**config.mk**
```make
export PLATFORM = sky130hd
export DESIGN_NAME = pwm_capture
export DESIGN_NICKNAME = d
export VERILOG_FILES = /design/src/rtl/pwm_capture.sv
export SDC_FILE = /design/constraint.sdc
export NUM_CORES = 1
export LEC_CHECK = 0
export BUFFER_PORTS_ARGS = -buffer_cell sky130_fd_sc_hd__buf_2
export CORE_UTILIZATION = 62
export CTS_CLUSTER_SIZE = 24
export DETAILED_ROUTE_END_ITERATION = 6
export PLACE_DENSITY = 0.81
export SLEW_MARGIN = 20
export SYNTH_ARGS = -nofsm -noshare
export SYNTH_HDL_FRONTEND = slang
export SYNTH_SLANG_ARGS = --single-unit
```
**constraint.sdc**
```tcl
create_clock -name CLK -period 8.1 [get_ports CLK]
set_input_delay 0.81 -clock CLK [delete_from_list [all_inputs] [get_ports CLK]]
set_output_delay 0.81 -clock CLK [all_outputs]
set_load 0.01 [all_outputs]
```
**src/rtl/pwm_capture.sv**
```systemverilog
// pwm_capture: bus-readable PWM period/high-time capture with byte-wide register window.
// Optional 3-sample input glitch filter enabled by defining PWM_CAPTURE_GLITCH_FILTER_EN.
module pwm_capture #(
  parameter int StartAddress = 0,
  parameter int AddressWidth = 8,
  parameter int BitWidth = 8
) (
  input  logic CLK,
  input  logic RST,
  input  logic PWMIn,
  input  logic _Write,
  input  logic _Read,
  input  logic [AddressWidth-1:0] AddressBus,
  input  logic [BitWidth-1:0] DataIn,
  output logic [BitWidth-1:0] DataOut,
  output logic Captured
);
  typedef enum logic [1:0] {Idle, Arm, High, Low} stateT;
  stateT state, stateNext;
  logic sync0, sync1, prevLevel, levelNext, rise, fall;
  logic [15:0] preCnt, prescaler, periodCnt, highCnt, periodNext, highNext;
  logic [15:0] periodReg, highReg, highLatch;
  logic [23:0] shadow;
  logic enable, valid, overflow, tick, publish, latchHigh, counting, ovfSet;
  logic [AddressWidth-1:0] offset;
  logic hit, wrHit, rdHit, ctrlWr, clrWr, statusRd;
  logic [7:0] rdData;
  always_ff @(posedge CLK)
    if (RST) {sync0, sync1, prevLevel} <= '0;
    else {sync0, sync1, prevLevel} <= {PWMIn, sync0, levelNext};
`ifdef PWM_CAPTURE_GLITCH_FILTER_EN
  logic [1:0] hist;
  always_ff @(posedge CLK)
    if (RST) hist <= '0;
    else hist <= {hist[0], sync1};
  // prevLevel doubles as the filtered level and the edge-detect register
  assign levelNext = (hist == {2{sync1}}) ? sync1 : prevLevel;
`else
  assign levelNext = sync1;
`endif
  assign rise = levelNext & ~prevLevel;
  assign fall = ~levelNext & prevLevel;
  assign tick = preCnt >= prescaler;
  // the wrap on the edge cycle itself is included so results equal floor(N/(P+1))
  assign periodNext = periodCnt + 16'(tick && periodCnt != 16'hFFFF);
  assign highNext = highCnt + 16'(tick && highCnt != 16'hFFFF);
  always_ff @(posedge CLK)
    if (RST || rise) begin
      preCnt <= '0;
      periodCnt <= '0;
      highCnt <= '0;
    end else begin
      preCnt <= tick ? '0 : preCnt + 16'd1;
      periodCnt <= periodNext;
      highCnt <= highNext;
    end
  always_ff @(posedge CLK) state <= RST ? Idle : stateNext;
  always_comb
    stateNext = clrWr ? (DataIn[0] ? Arm : Idle) :
                !enable ? Idle :
                (state == Idle) ? Arm :
                (state == Arm && rise) ? High :
                (state == High && fall) ? Low :
                (state == Low && rise) ? High : state;
  always_comb begin
    counting = state == High || state == Low;
    publish = state == Low && rise && !clrWr;
    latchHigh = state == High && fall && !clrWr;
    ovfSet = counting && tick && (periodCnt == 16'hFFFF || (state == High && highCnt == 16'hFFFF));
  end
  assign offset = AddressBus - AddressWidth'(StartAddress);
  assign hit = offset < AddressWidth'(8);
  assign wrHit = !_Write && hit;
  assign rdHit = !_Read && hit;
  assign ctrlWr = wrHit && offset == AddressWidth'(5);
  assign clrWr = ctrlWr && DataIn[1];
  assign statusRd = rdHit && offset == AddressWidth'(4);
  always_ff @(posedge CLK)
    if (RST) begin
      enable <= 1'b0;
      prescaler <= '0;
    end else begin
      if (ctrlWr) enable <= DataIn[0];
      if (wrHit && offset == AddressWidth'(6)) prescaler[15:8] <= DataIn;
      if (wrHit && offset == AddressWidth'(7)) prescaler[7:0] <= DataIn;
    end
  // a flag set in the same cycle as a Status read wins over the read-clear
  always_ff @(posedge CLK)
    if (RST || clrWr) begin
      periodReg <= '0;
      highReg <= '0;
      highLatch <= '0;
      valid <= 1'b0;
      overflow <= 1'b0;
    end else begin
      if (latchHigh) highLatch <= highNext;
      if (publish) begin
        periodReg <= periodNext;
        highReg <= highLatch;
      end
      valid <= publish || (valid && !statusRd);
      overflow <= ovfSet || (overflow && !statusRd);
    end
  always_ff @(posedge CLK) Captured <= RST ? 1'b0 : publish;
  always_comb begin
    rdData = 8'h00;
    if (hit)
      case (offset[2:0])
        3'd0: rdData = periodReg[15:8];
        3'd1: rdData = shadow[23:16];
        3'd2: rdData = shadow[15:8];
        3'd3: rdData = shadow[7:0];
        3'd4: rdData = {4'b0, enable, prevLevel, overflow, valid};
        3'd5: rdData = {7'b0, enable};
        3'd6: rdData = prescaler[15:8];
        default: rdData = prescaler[7:0];
      endcase
  end
  always_ff @(posedge CLK)
    if (RST) begin
      DataOut <= '0;
      shadow <= '0;
    end else if (!_Read) begin
      DataOut <= rdData;
      if (rdHit && offset == '0) shadow <= {periodReg[7:0], highReg};
    end
endmodule

```
==> out/summary.md <==
The flow ran to the end, and the final reports show no timing, DRC or antenna violations. In the routed design, unresolved DRC markers number 0. The average size of a mapped cell works out to 9.39 sq um. Area of the mapped netlist: 6600 sq um. The area share of the leading cell type in the synthesized netlist is 0.464, and the reported max-cap violation count is 0.

The start point of the critical path is preCnt[0]. The critical path buffer and inverter count is 1. The Yosys step of the flow raised 0 warnings. STA puts the critical path data required time at 8490 ps. Once the clock tree was built, the resizer swapped 0 gates to a different size. The first global-routing pass estimated 24.1 mm of wire.

Counting the fill cells in the layout gives 748. The number of logic stages on the critical path including buffering was 14. Summing over every cut layer, the via total after detailed routing is 5,100. The tools report the static power due to leakage as 2.92 nW. Most frequent cell on the critical path: sky130_fd_sc_hd__ha_1.

The die covers 11,100 sq um. The summed negative setup slack over all endpoints was 0 ps; the instance count after placement with tap cells included was 834. Synthesis instantiated 45 different standard cells from the library.

The power per unit of standard cell area works out to 219 nW/um^2. The initial core utilization came out at 0.639. For the pin with the worst max-slew slack, the measured transition is 858 ps. The ratio of routed vias to standard cells was 5.90. The count of flip-flops with a built-in enable after synthesis was 0; the worst supply voltage drop on vdd was 215 uV. 0 antenna diodes ended up in the layout.

Setup repair after global routing left no endpoint under its margin. The H-tree was split into 4 levels. The tree built by TritonCTS fans out to 153 sinks. The hold path depth was 1; the met2 track demand over resource was 0.469. The logs give 702 for the number of instances in the synthesized netlist and 9.98 mm for the detailed placement HPWL. When the netlist entered floorplanning its net count stood at 744. Traced cell by cell, the critical path runs through inv_1, ha_1, nand2b_1, a2111oi_0, o21bai_1, a211oi_1, nor2_1, ha_1, ha_1, nand2_1, nor2_1, and4_1, xnor2_1, a211oi_1. The average wire length per cell after detail routing was 16.9 um; the peak clock frequency supported by timing was 292 MHz. STA classifies the critical path endpoint as a register. In this run the critical register-to-register path is launched from preCnt[0]. The placeable core region came out at 10,300 sq um.

The met1 layer usage reported by global route is 0.354. STA classifies the critical path startpoint as a register. Clock-pin slew was measured on the worst setup and hold paths at 60 ps.

The arrival time at the worst endpoint is 3820 ps. The cell type of the slowest stage on the worst timing path is sky130_fd_sc_hd__a211oi_1. The overall global routing resource usage is 0.283, and the sequential element share of the synthesized area is 0.464. The pre-antenna-repair detailed-routing pass consisted of 5 iterations. The run gives 0 as the total count of hold-check failures in the final report. The total overflow reported by the global router came out at 0. The die is 105 um wide.

TritonCTS built the clock tree. In this run, post-CTS hold repair placed 0 buffers. The clock latency of the later-clocked register in the worst-skew pair came out at 540 ps. In the post-synthesis netlist, the biggest area contributors are sky130_fd_sc_hd__dfxtp_1, sky130_fd_sc_hd__mux2i_1, sky130_fd_sc_hd__nor2_1. The tools report the final setup violation count as 0. The worst hold path begins at sync0. The number of port buffers was 29. The number of cells on the worst reg-to-reg path is 14. For this run, the slowest stage of the critical path takes 500 ps. Classification of the worst setup path: reg -> reg. The congestion estimate from routability-driven global placement came to 0.828.

Flip-flop cell with the highest count after synthesis: sky130_fd_sc_hd__dfxtp_1. The worst path in the final design needs a cycle of 3420 ps, including I/O delays and setup. From bottom edge to top edge, the die measures 105 um. Buffers inserted during clock tree synthesis total 17. For the largest net degree at the start of global routing, the log shows 58.

The register bit count reported by yosys works out to 153. The detail route stage leaves a number of antenna-violating nets equal to 0. The run gives 0.427 as the worst relative slew slack.

The area growth from synthesis to layout is 11.6%. The proportion of layout cells with a drive suffix above 1 came out at 0.125. Leading area contributor after synthesis: sky130_fd_sc_hd__dfxtp_1. The logs give 30 for the boundary pin count and 5.20 ps for the clock skew.

The kind of path behind the tightest hold check is reg -> reg. The global routing stage identified its most utilized layer as met2. The run gives 0 as the max-slew violation count. For the post-CTS setup-driven buffer insertion count, the log shows 0. The fraction of synthesis flops using an asynchronous set or reset pin works out to 0. The tools report the final standard cell count with taps included and fillers excluded as 865.

The final layout contains routed wiring with a total length of 14.6 mm. The number of buffers between clock root and the deepest sink came out at 2. The run gives 4,878 as the number of global-route vias before repair. The kind of cell with the highest combined delay along the critical path is compound AO/OA/AOI/OAI gates. The initialized floorplan defines 37 standard-cell rows. Of all nets on the critical path, the largest fanout is 6.

Clock root buffer: sky130_fd_sc_hd__clkbuf_8. The initial antenna violation count came out at 0. The post-layout net count came out at 759. The period utilization works out to 0.423. The detailed router finished its first iteration with 314 violations. The met3 track utilization from global routing was 0.0667.
per-layer routing:
metal | share of wire | vias to the layer above | wire (um)
li1 | - | 2455 | -
met1 | 0.44 | 2467 | 6410
met2 | 0.49 | 157 | 7130
met3 | 0.053 | 21 | 778
met4 | 0.021 | 0 | 301
met5 | 0 | - | 0
synthesized netlist by cell type (6+ instances only):
| cell | n |
|---|---|
| sky130_fd_sc_hd__nand4_1 | 12 |
| sky130_fd_sc_hd__and4_1 | 7 |
| sky130_fd_sc_hd__and3_1 | 8 |
| sky130_fd_sc_hd__a211oi_1 | 19 |
| sky130_fd_sc_hd__xnor2_1 | 19 |
| sky130_fd_sc_hd__a21oi_1 | 31 |
| sky130_fd_sc_hd__inv_1 | 19 |
| sky130_fd_sc_hd__o21ai_0 | 12 |
| sky130_fd_sc_hd__a211oi_2 | 9 |
| sky130_fd_sc_hd__mux4_2 | 6 |
| sky130_fd_sc_hd__nand3_1 | 23 |
| sky130_fd_sc_hd__buf_2 | 8 |
| sky130_fd_sc_hd__xor2_1 | 23 |
| sky130_fd_sc_hd__dfxtp_1 | 153 |
| sky130_fd_sc_hd__and2_1 | 6 |
| sky130_fd_sc_hd__nor2_1 | 133 |
| sky130_fd_sc_hd__nand2_1 | 57 |
| sky130_fd_sc_hd__clkbuf_1 | 16 |
| sky130_fd_sc_hd__mux2i_1 | 53 |
| sky130_fd_sc_hd__ha_1 | 21 |
state kept, by name, indices dropped and copies added, names as in the netlist:
signal     cells
shadow        24
sync0          1
highLatch     16
prescaler     16
overflow       1
periodReg     16
periodCnt     16
preCnt        16
DataOut        8
Captured       1
levelNext      1
valid          1
state          2
highReg       16
highCnt       16
enable         1
prevLevel      1
power breakdown:
group          total, mW  internal (mW)  switching [mW]
Clock              0.808          0.516           0.293
Sequential         0.759          0.756         0.00292
Combinational     0.0452         0.0146          0.0307
cell type report:
type / instances / area [sq um] / area share
sequential: 153 / 3060 / 0.416
timing repair buffer: 32 / 168 / 0.0228
clock buffer: 24 / 500 / 0.0680
tap: 136 / 170 / 0.0231
inverter: 19 / 71.3 / 0.00969
multi-input combinational: 494 / 3270 / 0.445
clock inverter: 7 / 113 / 0.0153
logic make-up (layout without fill, tap and decap cells):
| logic type | count (synthesis) | after routing | share of synthesized area |
|---|---|---|---|
| flops | 153 | 153 | 0.464 |
| compound gates | 94 | 94 | 0.0988 |
| fa+ha+maj | 21 | 21 | 0.0398 |
| xor+xnor | 42 | 42 | 0.0558 |
| simple gates | 274 | 274 | 0.193 |
| mux | 63 | 63 | 0.108 |
| buf+inv | 55 | 82 | 0.0408 |
worst paths after layout:
| kind | end | slack [ps] |
|---|---|---|
| worst max-delay path | periodReg[10] | 4680 |
| worst min-delay path | levelNext | 430 |
| worst max register to register | periodReg[10] | 4680 |
| worst min register to register | levelNext | 430 |
placed cells by master (no fill, tap or decap), types with 5 or more instances in the layout:
cell type	Yosys	final
sky130_fd_sc_hd__nand3_1	23	23
sky130_fd_sc_hd__o21ai_0	12	12
sky130_fd_sc_hd__buf_2	8	29
sky130_fd_sc_hd__a22oi_1	5	5
sky130_fd_sc_hd__clkbuf_16	0	16
sky130_fd_sc_hd__nor2_1	133	133
sky130_fd_sc_hd__clkbuf_8	0	7
sky130_fd_sc_hd__dfxtp_1	153	153
sky130_fd_sc_hd__and3_1	8	8
sky130_fd_sc_hd__nand4_1	12	12
sky130_fd_sc_hd__and2_1	6	6
sky130_fd_sc_hd__a211oi_2	9	9
sky130_fd_sc_hd__and4_1	7	7
sky130_fd_sc_hd__ha_1	21	21
sky130_fd_sc_hd__inv_1	19	19
sky130_fd_sc_hd__mux2i_1	53	53
sky130_fd_sc_hd__nand2_1	57	57
sky130_fd_sc_hd__a211oi_1	19	19
sky130_fd_sc_hd__a21oi_1	31	31
sky130_fd_sc_hd__xnor2_1	19	19
sky130_fd_sc_hd__nor3_1	5	5
sky130_fd_sc_hd__mux4_2	6	6
sky130_fd_sc_hd__xor2_1	23	23
per-stage QoR:
| stage | worst slack, ps | total power [mW] | hold WS (ps) | utilization | cell area (sq um) |
|---|---|---|---|---|---|
| floorplan | 5190 | 0.806 | 414 | - | 6600 |
| global placement | 4860 | 0.819 | 429 | 0.653 | 6740 |
| detailed placement | 4730 | 0.820 | 422 | 0.653 | 6740 |
| CTS | 4690 | 1.62 | 436 | 0.712 | 7350 |
| global route | 4400 | 1.66 | 454 | 0.713 | 7360 |
| finish | 4680 | 1.61 | 433 | 0.713 | 7360 |
Power figures use the tool's default switching activity.
